$ cat config.mk
export PLATFORM = sky130hd
export DESIGN_NAME = param_sync_fifo_flat
export DESIGN_NICKNAME = d
export VERILOG_FILES = /design/src/rtl/param_sync_fifo_pkg.sv /design/src/rtl/param_sync_fifo_if.sv /design/src/rtl/param_sync_fifo_ram.sv /design/src/rtl/param_sync_fifo.sv /design/src/flat_wrapper.sv
export SDC_FILE = /design/constraint.sdc
export NUM_CORES = 1
export LEC_CHECK = 0
export CORE_UTILIZATION = 30
export CTS_BUF_LIST = sky130_fd_sc_hd__clkbuf_4
export DETAILED_ROUTE_END_ITERATION = 10
export SLEW_MARGIN = 40
export SYNTH_ARGS = -nofsm -noshare
export SYNTH_HDL_FRONTEND = slang
export SYNTH_HIERARCHICAL = 1
export SYNTH_SLANG_ARGS = --single-unit
export TNS_END_PERCENT = 100
$ cat constraint.sdc
create_clock -name clk -period 2.9 [get_ports clk]
set_input_delay 0.435 -clock clk [delete_from_list [all_inputs] [get_ports clk]]
set_output_delay 0.435 -clock clk [all_outputs]
set_load 0.01 [all_outputs]
$ cat src/rtl/param_sync_fifo_pkg.sv
// fifo_pkg: shared defaults and width helper for param_sync_fifo
package fifo_pkg;
    localparam int DEF_WIDTH = 8;
    localparam int DEF_DEPTH = 16;
    function automatic int clog2(input int v);
        int r;
        r = 0;
        for (int i = 0; i < 31; i++)
            if ((1 << i) < v) r = i + 1;
        return r;
    endfunction
endpackage

$ cat src/rtl/param_sync_fifo_if.sv
// param_sync_fifo_if: FIFO handshake bundle; master drives requests, slave returns data and status
interface param_sync_fifo_if
    import fifo_pkg::*;
#(
    parameter int WIDTH = DEF_WIDTH,
    parameter int DEPTH = DEF_DEPTH
);
    logic                         wr;
    logic                         rd;
    logic [WIDTH-1:0]             data_in;
    logic [WIDTH-1:0]             data_out;
    logic                         data_valid;
    logic                         full;
    logic                         empty;
    logic                         almost_full;
    logic                         almost_empty;
    logic [clog2(DEPTH+1)-1:0]    count;
    logic                         overflow;
    logic                         underflow;
    modport master (
        output wr, rd, data_in,
        input  data_out, data_valid, full, empty, almost_full, almost_empty, count, overflow, underflow
    );
    modport slave (
        input  wr, rd, data_in,
        output data_out, data_valid, full, empty, almost_full, almost_empty, count, overflow, underflow
    );
endinterface

$ cat src/rtl/param_sync_fifo_ram.sv
// fifo_ram: simple dual-port storage, synchronous write, registered read port that clears on rst
module fifo_ram #(
    parameter int WIDTH = 8,
    parameter int DEPTH = 16,
    parameter int AW    = 4
) (
    input  logic             clk,
    input  logic             rst,
    input  logic             i_we,
    input  logic [AW-1:0]    i_waddr,
    input  logic [WIDTH-1:0] i_wdata,
    input  logic             i_re,
    input  logic [AW-1:0]    i_raddr,
    output logic [WIDTH-1:0] o_rdata
);
    logic [WIDTH-1:0] r_mem [DEPTH];
    logic [WIDTH-1:0] r_rdata;
    // storage array is deliberately left unreset
    always_ff @(posedge clk) begin
        if (i_we) r_mem[i_waddr] <= i_wdata;
    end
    // read register holds its value until the next accepted read
    always_ff @(posedge clk) begin
        if (rst) r_rdata <= '0;
        else if (i_re) r_rdata <= r_mem[i_raddr];
    end
    assign o_rdata = r_rdata;
endmodule

$ cat src/rtl/param_sync_fifo.sv
// param_sync_fifo: synchronous FIFO with occupancy flags; define PARAM_SYNC_FIFO_ERR_EN for sticky overflow/underflow
module param_sync_fifo
    import fifo_pkg::*;
#(
    parameter int WIDTH    = DEF_WIDTH,
    parameter int DEPTH    = DEF_DEPTH,
    parameter int AF_LEVEL = DEPTH - 2,
    parameter int AE_LEVEL = 2
) (
    input logic                clk,
    input logic                rst,
    param_sync_fifo_if.slave   bus
);
    localparam int CW = clog2(DEPTH + 1);
    localparam int PW = clog2(DEPTH);
    logic [PW-1:0]    r_wr_ptr;
    logic [PW-1:0]    r_rd_ptr;
    logic [CW-1:0]    r_count;
    logic             r_valid;
    logic             w_full;
    logic             w_empty;
    logic             w_rd_acc;
    logic             w_wr_acc;
    logic [WIDTH-1:0] w_rdata;
    assign w_full   = r_count == CW'(DEPTH);
    assign w_empty  = r_count == '0;
    assign w_rd_acc = bus.rd && !w_empty;
    assign w_wr_acc = bus.wr && (!w_full || w_rd_acc);
    // pointers wrap explicitly at DEPTH-1 so non-power-of-two depths work
    always_ff @(posedge clk) begin
        if (rst) begin
            r_wr_ptr <= '0;
            r_rd_ptr <= '0;
            r_count  <= '0;
            r_valid  <= 1'b0;
        end else begin
            r_wr_ptr <= w_wr_acc ? (r_wr_ptr == PW'(DEPTH - 1) ? '0 : r_wr_ptr + 1'b1) : r_wr_ptr;
            r_rd_ptr <= w_rd_acc ? (r_rd_ptr == PW'(DEPTH - 1) ? '0 : r_rd_ptr + 1'b1) : r_rd_ptr;
            r_count  <= r_count + CW'(w_wr_acc) - CW'(w_rd_acc);
            r_valid  <= w_rd_acc;
        end
    end
    fifo_ram #(.WIDTH(WIDTH), .DEPTH(DEPTH), .AW(PW)) u_ram (
        .clk     (clk),
        .rst     (rst),
        .i_we    (w_wr_acc && !rst),
        .i_waddr (r_wr_ptr),
        .i_wdata (bus.data_in),
        .i_re    (w_rd_acc && !rst),
        .i_raddr (r_rd_ptr),
        .o_rdata (w_rdata)
    );
    assign bus.data_out     = w_rdata;
    assign bus.data_valid   = r_valid;
    assign bus.count        = r_count;
    assign bus.full         = w_full;
    assign bus.empty        = w_empty;
    assign bus.almost_full  = r_count >= CW'(AF_LEVEL);
    assign bus.almost_empty = r_count <= CW'(AE_LEVEL);
`ifdef PARAM_SYNC_FIFO_ERR_EN
    logic r_overflow;
    logic r_underflow;
    // sticky error flags, cleared only by reset
    always_ff @(posedge clk) begin
        if (rst) begin
            r_overflow  <= 1'b0;
            r_underflow <= 1'b0;
        end else begin
            if (bus.wr && !w_wr_acc) r_overflow <= 1'b1;
            if (bus.rd && w_empty) r_underflow <= 1'b1;
        end
    end
    assign bus.overflow  = r_overflow;
    assign bus.underflow = r_underflow;
`else
    assign bus.overflow  = 1'b0;
    assign bus.underflow = 1'b0;
`endif
endmodule

$ cat src/flat_wrapper.sv
// flat-port wrapper written by rule: the top's interface ports become plain ports
module param_sync_fifo_flat import fifo_pkg::*;
#(
    parameter int WIDTH    = DEF_WIDTH,
    parameter int DEPTH    = DEF_DEPTH,
    parameter int AF_LEVEL = DEPTH - 2,
    parameter int AE_LEVEL = 2
)
  (clk, rst, bus_wr, bus_rd, bus_data_in, bus_data_out, bus_data_valid, bus_full, bus_empty, bus_almost_full, bus_almost_empty, bus_count, bus_overflow, bus_underflow);
  param_sync_fifo_if #(.WIDTH(WIDTH), .DEPTH(DEPTH)) bus_i ();
  input logic clk;
  input logic rst;
  input wire logic [$bits(bus_i.wr)-1:0] bus_wr;
  input wire logic [$bits(bus_i.rd)-1:0] bus_rd;
  input wire logic [$bits(bus_i.data_in)-1:0] bus_data_in;
  output wire logic [$bits(bus_i.data_out)-1:0] bus_data_out;
  output wire logic [$bits(bus_i.data_valid)-1:0] bus_data_valid;
  output wire logic [$bits(bus_i.full)-1:0] bus_full;
  output wire logic [$bits(bus_i.empty)-1:0] bus_empty;
  output wire logic [$bits(bus_i.almost_full)-1:0] bus_almost_full;
  output wire logic [$bits(bus_i.almost_empty)-1:0] bus_almost_empty;
  output wire logic [$bits(bus_i.count)-1:0] bus_count;
  output wire logic [$bits(bus_i.overflow)-1:0] bus_overflow;
  output wire logic [$bits(bus_i.underflow)-1:0] bus_underflow;
  assign bus_i.wr = bus_wr;
  assign bus_i.rd = bus_rd;
  assign bus_i.data_in = bus_data_in;
  assign bus_data_out = bus_i.data_out;
  assign bus_data_valid = bus_i.data_valid;
  assign bus_full = bus_i.full;
  assign bus_empty = bus_i.empty;
  assign bus_almost_full = bus_i.almost_full;
  assign bus_almost_empty = bus_i.almost_empty;
  assign bus_count = bus_i.count;
  assign bus_overflow = bus_i.overflow;
  assign bus_underflow = bus_i.underflow;
  param_sync_fifo #(.WIDTH(WIDTH), .DEPTH(DEPTH), .AF_LEVEL(AF_LEVEL), .AE_LEVEL(AE_LEVEL)) u_core (.clk(clk), .rst(rst), .bus(bus_i));
endmodule
==> summary.md, run 1 <==
| Metric | Value |
|---|---|
| Status | `completed` |
| Initial antenna violation count | `1` |
| Fin. max-slew vios | `0` |
| Multiplexer share of the synthesized area | `11.22%` |
| Worst Tran Pin Value | `780.3 ps` |
| Clock slew at reported path FFs | `approximately 140 ps` |
| DRC | `0` |
| Synth Area in Compound Gates | `5.920%` |
| Peak supply drop | `0.3737 mV` |
| Vias/cell | `4.755` |
| Area after DPL | `approximately 7000 um^2` |
| Pleak | `0.002295 uW` |
| Die footprint | `21510 um^2` |
| Boundary pin count | `32` |
| Register area share after synthesis | `68.25%` |
| Total negative slack | `0 ps` |
| Post-CTS setup buffers | `0` |
| Post-Synthesis Cells | `between 400 and 500` |
| Library cells used by synthesis | `between 40 and 50` |
| DRT iter0 DRCs | `roughly 200` |
| CTS Buf Count | `17` |
| Worst min path class | `reg2reg` |
| P&R area growth vs syn | `15.29%` |
| Async S/R FF share, synth | `0%` |
| Largest area contributor in the netlist | `edfxtp_1` |
| Max clock buf depth | `2` |
| Dominant synthesized flop cell | `edfxtp_1` |
| Final wirelength | `12780 um` |
| R2R Path End | `u_core/bus.count[4]$_SDFF_PP0_` |
| Clk_lat worst skew | `540 ps` |
| HPWL Detailed | `8431 um` |
| Rows | `52` |
| Min-Delay Endpoint | `u_core/u_ram/o_rdata[7]$_SDFFE_PP0P_` |
| Post_cts resized | `0` |
| CP max FO | `5` |
| Final Cell Area | `7237 um^2` |
| Crit path DAT | `roughly 2300 ps` |
| Drt pass-1 iters | `5` |
| Worst Clk Skew | `18.07 ps` |
| TritonCTS clock tree | `done` |
| Power Density | `641.6 nW/um^2` |
| Startpoint Class | `flop` |
| Final min period | `between 2000 and 3000 ps` |
| Post-synth EDFFs | `128` |
| CTS HTree Levels | `4` |
| Unrepaired setup endpoints after global routing | `false` |
| Die width | `146.7 um` |
| Final Setup Violations | `0` |
| Avg Inst Size Synth | `14.91 um^2` |
| GRT Total Usage | `12.68%` |
| Port-buffer cells | `29` |
| Largest net degree at the start of global routing | `32` |
| GPL Wtd Cong | `0.7719` |
| Yosys top cell area share | `61.23%` |
| Hold Violations, Final | `0` |
| # hold bufs at CTS | `0` |
| Die H | `146.7 um` |
| CORE AREA | `20360 um^2` |
| Worst EP required | `2470 ps` |
| Proportion of layout cells with a drive suffix above 1 | `14.26%` |
| Max Cap Viol | `0` |
| Worst slew margin | `47.79%` |
| Crit Path Category | `reg2out` |
| Post-Synth Adder-Cell Area | `2.711%` |
| Synthesized area | `6277 um^2` |
| XOR/XNOR share of the synthesized area | `0.1395%` |
| Min-delay src | `u_core/u_ram/o_rdata[7]$_SDFFE_PP0P_` |
| YS warnings | `6` |
| CP Capture Type | `primary output` |
| Worst flop-to-flop path startpoint | `u_core/bus.count[3]$_SDFF_PP0_` |
| Vias in the first global route | `3647` |
| Synth top area cells | `edfxtp_1 (61%), mux2i_1 (11%), dfxtp_1 (7.0%), a22oi_1 (2.9%), ha_1 (2.4%)` |
| Reg2Reg Setup Slack | `210 ps` |
| Largest family of logic cells by synthesized area | `multiplexers` |
| Starting Density | `a little under a third` |
| First-pass GRT wire length | `between 20000 and 25000 um` |
| Synth Register Bits | `150` |
| Layout Nets | `~500` |
| Root buffer cell | `clkbuf_4` |
| Final period util | `95.19%` |
| CTS Sinks | `150` |
| Vias after detailed routing | `3623` |
| Fmax | `362.2 MHz` |
| Simple-gate portion of the synthesized area | `8.332%` |
| Hold depth | `2` |
| Reg2Reg Depth | `11` |
| Antenna Nets Post-Route | `0` |
| Wirelength per Cell | `roughly 17 um` |
| Global route total overflow | `0` |
[metrics by stage]
| step | hold slack, ps | std cells | worst slack, ps | total power (uW) | utilization, % |
|---|---|---|---|---|---|
| 3_5_place_dp | 446.6 | 728 | 128.3 | 3416 | 34.06 |
| 3_3_place_gp | 445.1 | 728 | 180.8 | 3403 | 34.06 |
| 5_1_grt | 503.4 | 762 | 13.28 | 4882 | 35.54 |
| 4_1_cts | 476.2 | 760 | 57.70 | 4671 | 35.43 |
| 2_1_floorplan | 481.8 | 422 | 224.1 | 3049 | - |
| 6_report | 475.3 | 762 | 139.4 | 4643 | 35.54 |
[critical path, cell delays in order, from the launching register on]
cell and delay (ps):
dfxtp_2 360, inv_1 100, ha_1 180, or4b_4 510, clkinv_2 110, clkdlybuf4s50_1 530
[where the power goes]
part / switching (uW) / total [uW] / internal, uW
logic: 440 / 857 / 417
registers: 94.6 / 2520 / 2420
clock network: 752 / 1270 / 516
[layer usage]
layer | routed length [um] | global-route usage (%)
met5 | 0 | 0
met4 | 158 | 4.010
met3 | 778 | 3.688
met2 | 5799 | 19.67
met1 | 6046 | 17.00
[registers in the layout (all words and copies together) (netlist names)]
| signal | flops |
|---|---|
| u_core/bus.count | 5 |
| u_core/bus.data_valid | 1 |
| u_core/r_rd_ptr | 4 |
| u_core/r_wr_ptr | 4 |
| u_core/u_ram/o_rdata | 8 |
| u_core/u_ram/r_mem | 128 |
[layout make-up]
| cell class | instances | area, um^2 |
|---|---|---|
| Tap cell | 270 | 337.8 |
| Timing Repair Buffer | 55 | 489.2 |
| Fill cell | 1942 | 13130 |
| Clock buffer | 17 | 127.6 |
| Inverter | 12 | 46.29 |
| Antenna cell | 1 | 2.502 |
| Multi-Input combinational cell | 242 | 1790 |
| Clock inverter | 15 | 152.6 |
| Sequential cell | 150 | 4290 |
[Yosys cell counts, types with 2 or more instances]
cell      number
dfxtp_1       22
a22oi_1       24
buf_2          7
nor2b_1        6
nand2b_1       6
nand3_1       29
buf_12         2
or3_1          2
mux2i_1       67
ha_1          12
nor3_1         4
buf_8          3
o21bai_1       2
mux2_2         3
nor2_1        23
nand2_1       22
buf_4          2
clkbuf_1       2
inv_1         11
nand3b_1       4
o21ai_0        3
buf_6          2
a21oi_1       14
edfxtp_1     128
[placed cells by master, fill, tap and decap left out, types with 11 or more instances in the layout]
| master | instances |
|---|---|
| ha_1 | 11 |
| nand2_1 | 21 |
| edfxtp_1 | 128 |
| nor2_1 | 23 |
| nand3_1 | 29 |
| mux2i_1 | 67 |
| clkdlybuf4s50_1 | 29 |
| a21oi_1 | 14 |
| a22oi_1 | 24 |
| clkbuf_4 | 17 |
| buf_4 | 25 |
| dfxtp_1 | 19 |
[how the worst max path moves through the flow]
stage                                   start                        endpoint  cells past startpoint
5_1_grt        u_core/bus.count[3]$_SDFF_PP0_  u_core/bus.count[4]$_SDFF_PP0_                     11
3_5_place_dp                           bus_rd  u_core/bus.count[4]$_SDFF_PP0_                      9
6_report       u_core/bus.count[3]$_SDFF_PP0_                       bus_empty                      5
3_3_place_gp   u_core/bus.count[2]$_SDFF_PP0_  u_core/bus.count[4]$_SDFF_PP0_                     11
4_1_cts        u_core/bus.count[2]$_SDFF_PP0_                       bus_empty                      5
2_1_floorplan  u_core/bus.count[2]$_SDFF_PP0_  u_core/bus.count[4]$_SDFF_PP0_                     11
[cells by family (layout without fill, tap and decap cells)]
| logic type | count (synthesis) | after routing |
|---|---|---|
| DFF | 150 | 150 |
| and+or+nand+nor | 103 | 103 |
| muxes | 70 | 70 |
| AOI/OAI and AO/OA | 53 | 53 |
| buffers and inverters | 30 | 99 |
| adders and majority gates | 13 | 13 |
| other | 1 | 3 |
| xor gates and xnor gates | 1 | 1 |
Power figures use the tool's default switching activity.
==> inputs of run 2 (changes only) <==
--- a/config.mk
+++ b/config.mk
@@ -9,4 +9,5 @@
 export CTS_BUF_LIST = sky130_fd_sc_hd__clkbuf_4
 export DETAILED_ROUTE_END_ITERATION = 10
+export MAX_ROUTING_LAYER = met4
 export SLEW_MARGIN = 40
 export SYNTH_ARGS = -nofsm -noshare
==> constraint.sdc (replaced) <==
create_clock -name clk -period 2.9 [get_ports clk]
set_input_delay 0.435 -clock clk [delete_from_list [all_inputs] [get_ports clk]]
set_output_delay 0.435 -clock clk [all_outputs]
set_load 0.05 [all_outputs]
==> run 2 against run 1 <==
Critical path depth unchanged; sequential power about the same; global-route usage up 0.22 points; hold slack better by 8.1 ps; critical endpoint unchanged; largest cell class unchanged; largest power group unchanged.
==> summary.md, run 2 (synthesis gave the netlist of run 1 again) <==
| Metric | Value |
|---|---|
| Worst EP required | `2470 ps (about the same)` |
| Port-buffer cells | `29 (unchanged)` |
| Worst Clk Skew | `15.15 ps (was 18.07 ps)` |
| Fin. max-slew vios | `0 (unchanged)` |
| Drt pass-1 iters | `5 (unchanged)` |
| CTS Buf Count | `17 (unchanged)` |
| Root buffer cell | `clkbuf_4 (unchanged)` |
| Final period util | `94.65% (was 95.19%)` |
| Worst slew margin | `48.46% (was 47.79%)` |
| Worst flop-to-flop path startpoint | `u_core/bus.count[2]$_SDFF_PP0_ (was u_core/bus.count[3]$_SDFF_PP0_)` |
| Initial antenna violation count | `1 (unchanged)` |
| Met2 usage | `19.62% (was 19.67%)` |
| Max Cap Viol | `0 (unchanged)` |
| Crit path DAT | `2310 ps (was 2330 ps)` |
| First-pass GRT wire length | `19860 um (was 20220 um)` |
| CP Capture Type | `primary output (unchanged)` |
| Final wirelength | `12630 um (was 12780 um)` |
| Post-CTS setup buffers | `0 (unchanged)` |
| Wirelength per Cell | `16.61 um (was 16.77 um)` |
| Antenna Nets Post-Route | `0 (unchanged)` |
| Worst path slowest cell | `dlygate4sd2_1 (was clkdlybuf4s50_1)` |
| CTS Sinks | `150 (unchanged)` |
| Global route total overflow | `0 (unchanged)` |
| GRT Total Usage | `12.90% (was 12.68%)` |
| # hold bufs at CTS | `0 (unchanged)` |
| Clk_lat worst skew | `550 ps (was 540 ps)` |
| Crit Path Category | `reg2out (unchanged)` |
| Vias/cell | `4.701 (was 4.755)` |
| Min-Delay Endpoint | `u_core/u_ram/o_rdata[4]$_SDFFE_PP0P_ (was u_core/u_ram/o_rdata[7]$_SDFFE_PP0P_)` |
| Boundary pin count | `32 (unchanged)` |
| Final min period | `2745 ps (was 2761 ps)` |
| Met1 global-route usage | `15.90% (was 17.00%)` |
| Die width | `146.7 um (unchanged)` |
| Min-delay src | `u_core/u_ram/o_rdata[4]$_SDFFE_PP0P_ (was u_core/u_ram/o_rdata[7]$_SDFFE_PP0P_)` |
| Final Setup Violations | `0 (unchanged)` |
| Final Cell Area | `7256 um^2 (was 7237 um^2)` |
| Status | `completed (unchanged)` |
| DRC | `0 (unchanged)` |
| Area after DPL | `6945 um^2 (was 6935 um^2)` |
| GPL Wtd Cong | `0.8172 (was 0.7719)` |
| R2R Path End | `u_core/bus.count[4]$_SDFF_PP0_ (unchanged)` |
| Proportion of layout cells with a drive suffix above 1 | `14.14% (was 14.26%)` |
| Most common cell after layout, fill and taps aside | `edfxtp_1 (unchanged)` |
| Unrepaired setup endpoints after global routing | `false (unchanged)` |
| Vias in the first global route | `3585 (was 3647)` |
| Worst Tran Pin Value | `773.2 ps (was 780.3 ps)` |
| Cell family with most CP delay | `buffers and inverters (unchanged)` |
| Starting Density | `30.82% (unchanged)` |
| Worst Path Buf+Inv | `3 (unchanged)` |
| TritonCTS clock tree | `done (unchanged)` |
| Startpoint Class | `flop (unchanged)` |
| Met3 usage | `4.375% (was 3.688%)` |
| Power Density | `680.6 nW/um^2 (was 641.6 nW/um^2)` |
| Peak supply drop | `0.5134 mV (was 0.3737 mV)` |
| P&R area growth vs syn | `15.59% (was 15.29%)` |
| Rows | `52 (unchanged)` |
| Reg2Reg Setup Slack | `160 ps (was 210 ps)` |
| CORE AREA | `20360 um^2 (unchanged)` |
| Hold Slack | `483.4 ps (was 475.3 ps)` |
| Die H | `146.7 um (unchanged)` |
| CP max FO | `5 (unchanged)` |
| Largest Register | `u_core/u_ram/r_mem (unchanged)` |
| Clock slew at reported path FFs | `130 ps (was 140 ps)` |
| Layout Nets | `501 (was 503)` |
| Fmax | `364.3 MHz (was 362.2 MHz)` |
| HPWL Detailed | `8253 um (was 8431 um)` |
| Slowest stage delay, CP | `530 ps (about the same)` |
| Power Total | `4938 uW (was 4643 uW)` |
| Reg2Reg Depth | `11 (unchanged)` |
| Commonest cells after routing, fill and taps aside | `edfxtp_1 (128), mux2i_1 (67), nand3_1 (29) (was edfxtp_1 (128), mux2i_1 (67), clkdlybuf4s50_1 (29), nand3_1 (29), buf_4 (25))` |
| Worst min path class | `reg2reg (unchanged)` |
| Max clock buf depth | `2 (unchanged)` |
| Total negative slack | `0 ps (unchanged)` |
| Die footprint | `21510 um^2 (unchanged)` |
| DRT iter0 DRCs | `272 (was 198)` |
| Hold Violations, Final | `0 (unchanged)` |
| Crit path from | `u_core/bus.count[2]$_SDFF_PP0_ (was u_core/bus.count[3]$_SDFF_PP0_)` |
| GRT busiest layer | `met2 (unchanged)` |
| Pleak | `0.002320 uW (was 0.002295 uW)` |
| CTS HTree Levels | `4 (unchanged)` |
| Max reg flops | `128 (unchanged)` |
| Vias after detailed routing | `3573 (was 3623)` |
| Worst-path cell chain | `inv_1, ha_1, or4b_4, clkinv_2, dlygate4sd2_1 (was inv_1, ha_1, or4b_4, clkinv_2, clkdlybuf4s50_1)` |
| Core Util, Final | `35.63% (was 35.54%)` |
| Hold depth | `2 (unchanged)` |
| Largest net degree at the start of global routing | `41 (was 32)` |
run 2: layer usage:
| layer | part of all wire, % | wire (um) |
|---|---|---|
| met1 | 44 | 5582 |
| met2 | 48 | 6028 |
| met3 | 6.6 | 838 |
| met4 | 1.4 | 175 |
| met5 | 0 | 0 |
run 2: layout make-up:
class | instances | area [um^2]
fillers | 1957 | 13110
clock inverters | 14 | 170.2
well taps | 270 | 337.8
diodes | 2 | 5.005
clock buffers | 17 | 127.6
flip-flops and latches | 150 | 4289
multi-input cells | 242 | 1793
repair buffers | 53 | 486.7
inverters | 12 | 46.29
run 2: power breakdown:
group	total, uW	internal, uW	leakage [uW]	switching, uW
clock network	1310	532	0.000147	777
registers	2520	2420	0.00133	95.8
logic	1110	412	0.000839	698
run 2: how the worst max path moves through the flow:
stage	to	slack, ps	cells after the start
2_1_floorplan	u_core/bus.count[4]$_SDFF_PP0_	8	11
3_3_place_gp	u_core/bus.count[4]$_SDFF_PP0_	190	11
3_5_place_dp	u_core/bus.count[4]$_SDFF_PP0_	100	11
4_1_cts	bus_almost_empty	50	4
5_1_grt	bus_empty	20	5
6_report	bus_empty	160	5
run 2: repair_timing:
item,CTS,global route
endpoints found under the hold margin,0,0
endpoints found under the setup margin,1,4
resized for setup,1,5
run 2: stage by stage:
stage | instances | worst slack, ps
floorplan | 422 | 7.547
global placement | 727 | 185.1
detailed placement | 727 | 98.39
CTS | 758 | 54.05
global route | 760 | 23.95
finish | 760 | 155.2
run 2: worst reg2reg max path: stages, from the launching register on:
cell and delay (ps):
dfxtp_2 370, inv_1 100, ha_1 170, or4b_4 510, nand2_1 130, mux2i_1 200
ha_1 200, inv_1 70, fa_2 380, o21bai_1 160, a21oi_1 90, mux2_2 260
